--- src/rtl/tas_pkg.sv ---
// rtl/tas_pkg.sv - shared types and helpers for the temperature averaging block
package tas_pkg;

  typedef enum logic [1:0] {HDR, TEMP, SKIP} parser_e;
  typedef enum logic [1:0] {IDLE, SETUP, STROBE, HOLD} writer_e;

  localparam logic [7:0] HDR_A_DEF = 8'hA5;
  localparam logic [7:0] HDR_B_DEF = 8'hC3;

  // Divide-by-SAMPLES as a right shift; SAMPLES is a power of two.
  function automatic int avg_shift(input int samples);
    return $clog2(samples);
  endfunction

endpackage

--- src/rtl/tas_deser.sv ---
// rtl/tas_deser.sv - LSB-first serial to parallel byte deserialiser with framing error pulse
module tas_deser #(
  parameter int DATA_W = 8
) (
  input  logic              clk_i,
  input  logic              resetn_i,
  input  logic              bit_i,
  input  logic              ena_i,
  output logic [DATA_W-1:0] byte_o,
  output logic              byte_vld_o,
  output logic              frame_err_o
);

  localparam int CW = (DATA_W > 1) ? $clog2(DATA_W) : 1;

  logic [CW-1:0]     cnt_q;
  logic [DATA_W-1:0] sh_q;
  logic              byte_vld_q;
  logic              frame_err_q;

  // After DATA_W right shifts the first bit received sits in bit 0.
  always_ff @(posedge clk_i) begin
    if (!resetn_i) begin
      cnt_q       <= '0;
      sh_q        <= '0;
      byte_vld_q  <= 1'b0;
      frame_err_q <= 1'b0;
    end else begin
      byte_vld_q  <= 1'b0;
      frame_err_q <= 1'b0;
      if (ena_i) begin
        sh_q <= {bit_i, sh_q[DATA_W-1:1]};
        if (cnt_q == CW'(DATA_W - 1)) begin
          cnt_q      <= '0;
          byte_vld_q <= 1'b1;
        end else begin
          cnt_q <= cnt_q + 1'b1;
        end
      end else if (cnt_q != '0) begin
        cnt_q       <= '0;
        frame_err_q <= 1'b1;
      end
    end
  end

  assign byte_o      = sh_q;
  assign byte_vld_o  = byte_vld_q;
  assign frame_err_o = frame_err_q;

endmodule

--- src/rtl/tas_avg_n.sv ---
// rtl/tas_avg_n.sv - packet parser, sample averager, one-entry holding register and RAM writer
module tas_avg_n
  import tas_pkg::*;
#(
  parameter int                DATA_W   = 8,
  parameter int                SAMPLES  = 4,
  parameter int                ADDR_W   = 11,
  parameter logic [DATA_W-1:0] HDR_A    = DATA_W'(HDR_A_DEF),
  parameter logic [DATA_W-1:0] HDR_B    = DATA_W'(HDR_B_DEF),
  parameter int                WR_PULSE = 2
) (
  input  logic              clk_50,
  input  logic              reset_n,
  input  logic              serial_data,
  input  logic              data_ena,
  output logic              ram_wr_n,
  output logic [ADDR_W-1:0] ram_addr,
  output logic [DATA_W-1:0] ram_data,
  output logic              frame_err
);

  localparam int SHIFT = avg_shift(SAMPLES);
  localparam int SW    = DATA_W + SHIFT;
  localparam int CW    = (SHIFT > 0) ? SHIFT : 1;

  logic [DATA_W-1:0] rx_byte;
  logic              byte_vld;

  tas_deser #(.DATA_W(DATA_W)) u_deser (
    .clk_i       (clk_50),
    .resetn_i    (reset_n),
    .bit_i       (serial_data),
    .ena_i       (data_ena),
    .byte_o      (rx_byte),
    .byte_vld_o  (byte_vld),
    .frame_err_o (frame_err)
  );

  parser_e           p_state_q, p_state_d;
  logic [CW-1:0]     pcnt_q, pcnt_d;
  logic [SW-1:0]     sum_q, sum_d, sum_acc;
  logic [DATA_W-1:0] hold_q, hold_d;
  logic              hold_vld_q, hold_vld_d;
  writer_e           w_state_q, w_state_d;
  logic [1:0]        wcnt_q, wcnt_d;
  logic [ADDR_W-1:0] addr_q, addr_d;
  logic [DATA_W-1:0] data_q, data_d;
  logic              push, take;

  always_comb begin
    p_state_d  = p_state_q;
    pcnt_d     = pcnt_q;
    sum_d      = sum_q;
    hold_d     = hold_q;
    hold_vld_d = hold_vld_q;
    w_state_d  = w_state_q;
    wcnt_d     = wcnt_q;
    addr_d     = addr_q;
    data_d     = data_q;
    push       = 1'b0;
    take       = 1'b0;
    sum_acc    = sum_q + SW'(rx_byte);

    // Header codes are only recognised in HDR; inside a payload they are data.
    if (byte_vld) begin
      unique case (p_state_q)
        HDR: begin
          pcnt_d    = '0;
          sum_d     = '0;
          p_state_d = (rx_byte == HDR_A || rx_byte == HDR_B) ? TEMP : SKIP;
        end
        TEMP: begin
          sum_d = sum_acc;
          if (pcnt_q == CW'(SAMPLES - 1)) begin
            push      = 1'b1;
            p_state_d = HDR;
          end else begin
            pcnt_d = pcnt_q + 1'b1;
          end
        end
        SKIP: begin
          if (pcnt_q == CW'(SAMPLES - 1)) p_state_d = HDR;
          else                           pcnt_d = pcnt_q + 1'b1;
        end
        default: p_state_d = HDR;
      endcase
    end

    unique case (w_state_q)
      IDLE: begin
        if (hold_vld_q) begin
          take      = 1'b1;
          data_d    = hold_q;
          w_state_d = SETUP;
        end
      end
      SETUP: begin
        wcnt_d    = '0;
        w_state_d = STROBE;
      end
      STROBE: begin
        if (wcnt_q == 2'(WR_PULSE - 1)) w_state_d = HOLD;
        else                           wcnt_d = wcnt_q + 1'b1;
      end
      HOLD: begin
        addr_d    = addr_q + 1'b1;
        w_state_d = IDLE;
      end
      default: w_state_d = IDLE;
    endcase

    // A fresh average wins over the writer draining the holding register.
    if (push) begin
      hold_d     = DATA_W'(sum_acc >> SHIFT);
      hold_vld_d = 1'b1;
    end else if (take) begin
      hold_vld_d = 1'b0;
    end
  end

  always_ff @(posedge clk_50) begin
    if (!reset_n) begin
      p_state_q  <= HDR;
      pcnt_q     <= '0;
      sum_q      <= '0;
      hold_q     <= '0;
      hold_vld_q <= 1'b0;
      w_state_q  <= IDLE;
      wcnt_q     <= '0;
      addr_q     <= '0;
      data_q     <= '0;
    end else begin
      p_state_q  <= p_state_d;
      pcnt_q     <= pcnt_d;
      sum_q      <= sum_d;
      hold_q     <= hold_d;
      hold_vld_q <= hold_vld_d;
      w_state_q  <= w_state_d;
      wcnt_q     <= wcnt_d;
      addr_q     <= addr_d;
      data_q     <= data_d;
    end
  end

  assign ram_wr_n = (w_state_q != STROBE);
  assign ram_addr = addr_q;
  assign ram_data = data_q;

endmodule

--- config.mk ---
export PLATFORM = sky130hd
export DESIGN_NAME = tas_avg_n
export DESIGN_NICKNAME = d
export VERILOG_FILES = /design/src/rtl/tas_pkg.sv /design/src/rtl/tas_deser.sv /design/src/rtl/tas_avg_n.sv
export SDC_FILE = /design/constraint.sdc
export NUM_CORES = 1
export LEC_CHECK = 0
export ABC_AREA = 1
export BUFFER_PORTS_ARGS = -buffer_cell sky130_fd_sc_hd__buf_4
export CAP_MARGIN = 20
export CORE_MARGIN = 3
export CORE_UTILIZATION = 60
export CTS_BUF_LIST = sky130_fd_sc_hd__clkbuf_4 sky130_fd_sc_hd__clkbuf_8
export DETAILED_ROUTE_END_ITERATION = 12
export PLACE_DENSITY = 0.86
export SLEW_MARGIN = 20
export SYNTH_ARGS = -nofsm -noshare
export SYNTH_HDL_FRONTEND = slang
export SYNTH_HIERARCHICAL = 1
export SYNTH_SLANG_ARGS = --single-unit
--- constraint.sdc ---
create_clock -name clk_50 -period 3.85 [get_ports clk_50]
set_input_delay 0.5775 -clock clk_50 [delete_from_list [all_inputs] [get_ports clk_50]]
set_output_delay 0.5775 -clock clk_50 [all_outputs]
set_load 0.03 [all_outputs]
# After elaboration in Yosys (flattened, before gate mapping)

Index checks and enable logic that the tools add are counted.

Multiplexer cells: 23
Add/sub/neg operators: 5
Bitwise gates (word level): 1
Equality and inequality tests: 16
$lt $le $gt $ge: 0
Multipliers: 0
Shift-type cells: 0
Divide/modulo/power cells: 0
Reductions and logical operators: 18

Operator list:

| cell                                                   | number |
|---|---|
| one-hot mux 10 bit (2 select lines)                    | 1 |
| equality test 8 bit (second input constant)            | 2 |
| two-way mux 2 bit                                      | 6 |
| one-hot mux 2 bit (2 select lines)                     | 3 |
| AND reduction 2 bit                                    | 6 |
| adder 11 x 1 -> 11 bit (second input constant)         | 1 |
| adder 10 x 8 -> 10 bit                                 | 1 |
| inequality test 2 bit (second input constant)          | 5 |
| nonzero test 2 bit                                     | 5 |
| two-way mux 1 bit                                      | 9 |
| two-way mux 3 bit                                      | 3 |
| equality test 2 bit (second input constant)            | 4 |
| one-hot mux 2 bit (4 select lines)                     | 1 |
| equality test 2 x 1 -> 1 bit (second input constant)   | 3 |
| adder 2 x 1 -> 2 bit (second input constant)           | 2 |
| logical NOT 2 bit                                      | 2 |
| OR reduction 2 bit                                     | 2 |
| adder 3 x 1 -> 3 bit (second input constant)           | 1 |
| equality test 3 bit (second input constant)            | 1 |
| AND reduction 3 bit                                    | 1 |
| nonzero test 3 bit                                     | 1 |
| inequality test 2 x 1 -> 1 bit (second input constant) | 1 |
| logical OR 1 bit                                       | 1 |
| inverter 1 bit                                         | 1 |

Register bits after elaboration: 59
Latch bits: 0
Memory bits (writable): 0
ROM bits: 0
Memories: 0

# Logic depth before layout (Yosys ltp)

Depth after elaboration: 5
Gate-level depth with buffers: 12
Mapped depth without buffers: 12

# Modules after synthesis

Netlist, hierarchy kept.

Modules (own cells, without submodules):

| module    | times used | sequential area each (µm²) | cells each | area an instance (µm²) |
|---|---|---|---|---|
| tas_avg_n | 1          | 920.9                      | 324        | 2384.8 |
| tas_deser | 1          | 260.2                      | 55         | 469.2 |

# Worst setup path after synthesis

Ideal clock, no wire load.

Kind: reg-to-reg
Start: register u_deser.sh_q[0] (netlist: u_deser/byte_o[0])
End: register hold_q[4]
Library setup time: 0.056 ns
Setup slack: 2.285 ns
Path buffers: 0
Stages on the path, launching flop included: 11
Arrival: 1.509 ns
Data required time: 3.794 ns
Cells stage by stage: dfxtp_1 -> ha_1 -> fa_1 -> nand3_1 -> nand2_1 -> nand3_1 -> nand2_1 -> nand2_1 -> nand2_1 -> a21o_1 -> inv_1

Cells in the longest elaborated chain, start to end: 1

Ends and longest elaborated chain:

| item                     | RTL line         | source |
|---|---|---|
| start: declaration       | tas_deser.sv:17  | `logic [DATA_W-1:0] sh_q;` |
| start signal: assignment | tas_deser.sv:32  | `sh_q <= {bit_i, sh_q[DATA_W-1:1]};` |
| adder 10 x 8 -> 10 bit   | tas_avg_n.sv:62  | `sum_acc = sum_q + SW'(rx_byte);` |
| end signal: assignment   | tas_avg_n.sv:136 | `hold_q <= hold_d;` |
| end: declaration         | tas_avg_n.sv:42  | `logic [DATA_W-1:0] hold_q, hold_d;` |

Every way passes these cells.
A chain may end at the register's enable or synchronous reset.

# Worst setup path in the final report

Start: register w_state_q[0]
End: output port ram_wr_n

Cells in the longest elaborated chain, start to end: 1

Ends and longest elaborated chain:

| item                     | RTL line         | source |
|---|---|---|
| start: declaration       | tas_avg_n.sv:44  | `writer_e w_state_q, w_state_d;` |
| start signal: assignment | tas_avg_n.sv:138 | `w_state_q <= w_state_d;` |
| inequality test 2 bit    | tas_avg_n.sv:145 | `assign ram_wr_n = (w_state_q != STROBE);` |
| end: declaration         | tas_avg_n.sv:16  | `output logic ram_wr_n,` |

Every way passes these cells.

==> impl_metrics.tcl <==
set metrics [dict create \
    die_x_um 75.0 \
    path_depth_of_the_worst_reg2reg_path 10 \
    relSlewSlack_pct 47.8 \
    buffer_ports.inserted 24 \
    core_mm2 0.00447 \
    synth.distinct_cells 34 \
    drt_initial_violations 140 \
    cts-root-buf "clkbuf_8" \
    max_freq_mhz 537 \
    maximum_buffer_depth_of_the_clock_tree 2 \
    synthDominantAreaCellType "dfxtp_1" \
    grt_first_pass_wirelength_mm 9.47 \
    synth.yosys.warnings 6 \
    synth_edf_count 0 \
    clkTransAtPathRegs_ns 0.06 \
    drc_errors 0 \
    timing.critical_path.arrival_ns 1.29 \
    finalWorstPathRequiredPeriod_ns 1.86 \
    asyncSetResetFlopFracSynth_pct 0 \
    worst-endpoint-required_ns 3.27 \
    cts.repair_timing.setup_buffer_count 0 \
    floorplan.rows 24 \
    finalWeightedCongestion 0.911 \
    synthTopCellsByArea "dfxtp_1, nand2_1, ha_1, inv_1, a21oi_1" \
    fillers 344 \
    cts_hold_repair_buffers 0 \
    route.detailed.wl_per_inst_um 12.4 \
    initial_utilization_pct 63.8 \
    timing.hold.ws_ns 0.451 \
    cts_repair_resize_count 0 \
    worst_path_largest_cell_delay_ns 0.37 \
    cts-buffers-inserted 9 \
    post-synth-top-area-fraction_pct 41.4 \
    groute.usage.overall_pct 22.3 \
    peakVddDrop_mv 0.309 \
    grt_setup_unrepaired "false" \
    stdcell_area_mm2 0.00329 \
    fin_total_pwr_mw 1.41 \
    netlist_area_mm2 0.00285 \
    worst-path-buf-inv 3 \
    tns_ns 0 \
    synthesis.nets 405 \
    power_per_cell_area_mw_per_mm2 428 \
    cts-htree-levels 3 \
    worstMarginPinSlew_ns 0.777 \
    critPathTopFamily "flip-flops" \
    placement.cell_area_mm2 0.00308 \
    drt.antenna.violating_nets 0 \
    final_nets 435 \
    die_height_um 75.0 \
    cp-start-kind "flop" \
    postSynthRegisterBits 59 \
    clock_insertion_delay_at_the_later_pin_of_the_skew_report_ns 0.34 \
    worst_setup_path_end_kind "output port" \
    antenna-diode-count 0 \
    whs_path_depth 3 \
    final_min_period_over_clock_period_pct 48.4 \
    cpMaxStageDelayCell "dfxtp_1" \
    floorplan.die_area_mm2 0.00562 \
    setup_viol 0 \
    final-seq-area_mm2 0.00118 \
    max_cap_violations 0 \
    cp_num_cells 4 \
    layout-drive-gt1-share_pct 14.5 \
    detailroute.via_count 2482 \
    average_cell_area_after_synthesis_um2 7.53 \
    r2r-start "u_deser/byte_o[0]" \
    antenna_found_initial 0 \
    path_cells "inv_1 -> ha_1 -> inv_1 -> buf_4" \
    place.detailed.hpwl_mm 4.12 \
    timing.clock.skew_ns 0.00571 \
    worst_setup_path_startpoint "w_state_q[0]" \
    firstDrtPassIters 4 \
    grt-ovfl-total 0 \
    path_class "reg -> out" \
    pins_over_slew_limit 0 \
    crit_fanout 4 \
    finalWirelength_mm 5.79 \
    end_point_of_the_critical_path "ram_wr_n" \
    area_growth_syn_to_layout_pct 15.3 \
    multi_input_area_mm2 0.00142 \
    count_leader_synth "nand2_1" \
    leakagePower_nw 1.48 \
    ys_dominant_reg_cell "dfxtp_1" \
    clock_sink_count 59 \
    rrSetupSlack_ns 2.18 \
    hp-class "in -> reg" \
    synth_sequential_area_ratio_pct 41.4 \
    total_i_o_pin_count 25 \
    most_common_cell_on_crit_path "inv_1" \
    largest_net_degree_at_the_start_of_global_routing 28 \
    destination_of_the_worst_register_to_register_timing_path "hold_q[4]" \
    tritoncts "done" \
    synth_cells 379 \
    post_synth_most_frequent_cells "nand2_1, dfxtp_1, inv_1" \
    via_count_of_the_first_global_routing_pass 2288 \
    status "finished, final reports clean" \
    viasPerCell 5.33 \
    final_hold_viol_count 0 \
]
==> per-layer routing <==
metal	wire length, um	track usage (%)	part of all wire, %	vias up
met4	148	9.49	2.6	0
met3	243	8.54	4.2	17
met5	0	0	0	-
li1	-	-	-	1300
met1	2520	25.8	44	1101
met2	2870	36.9	50	64
==> flip-flops by register name, summed over array words and instances (netlist names), 3 cells and up <==
register        cells
hold_q              8
ram_data            8
sum_q              10
u_deser/byte_o      8
ram_addr           11
u_deser/cnt_q       3
==> worst min-delay path: cells and delay by family <==
kind,cells,cell delay [ns]
AOI/OAI and AO/OA,1,0.06
buffers and inverters,1,0.07
and+or+nand+nor,1,0.05
==> layout make-up <==
type / instances / share of cell area, %
Multi-Input combinational cell: 254 / 43.3
Sequential cell: 59 / 35.9
Inverter: 61 / 6.96
Timing Repair Buffer: 24 / 5.47
Clock buffer: 12 / 5.02
Tap cell: 52 / 1.98
Clock inverter: 4 / 1.44
==> placed cells by master, fill, tap and decap left out, types with 2 or more instances in the layout <==
master / instances
nand2_1: 79
dfxtp_1: 59
inv_1: 53
a21oi_1: 39
buf_4: 24
o21ai_0: 22
ha_1: 21
nor2_1: 20
nand3_1: 18
clkbuf_8: 12
o22ai_1: 7
inv_2: 6
nor3_1: 5
o21ai_1: 5
nand2_2: 4
nor2_2: 4
nand4_1: 4
xor2_1: 4
nand3b_1: 3
a21oi_2: 2
o21a_1: 2
clkinv_1: 2
nand3_2: 2
a211oi_1: 2
a31oi_1: 2
clkinv_2: 2
==> worst min path at each step <==
| stage | to | start |
|---|---|---|
| 2_1_floorplan | ram_data[3] | hold_q[3] |
| 3_3_place_gp | ram_data[2] | hold_q[2] |
| 3_5_place_dp | ram_data[3] | hold_q[3] |
| 4_1_cts | u_deser/byte_o[7] | serial_data |
| 5_1_grt | u_deser/byte_o[7] | serial_data |
| 6_report | u_deser/byte_o[7] | serial_data |
==> metrics by stage <==
step,setup WS (ns),utilization (%),instances
after global routing,1.90,73.6,466
after global placement,2.22,68.8,450
after CTS,1.97,73.6,466
after floorplan,2.28,-,379
after detailed placement,2.19,68.8,450
final,1.99,73.6,466
==> logic make-up (layout without fill, tap and decap cells) <==
group / Yosys count / count (layout) / share of synthesized area (%)
AOI/OAI and AO/OA: 85 / 85 / 16.3
xor gates and xnor gates: 4 / 4 / 1.23
adders and majority gates: 22 / 22 / 9.91
buffers and inverters: 66 / 101 / 8.72
DFF: 59 / 59 / 41.4
and+or+nand+nor: 143 / 143 / 22.5
==> where the power goes <==
group	switching, mW	total, mW	internal, mW
logic	0.112	0.170	0.0581
clock network	0.236	0.586	0.349
registers	0.0199	0.653	0.633
total	0.369	1.41	1.04
Power figures use the tool's default switching activity.
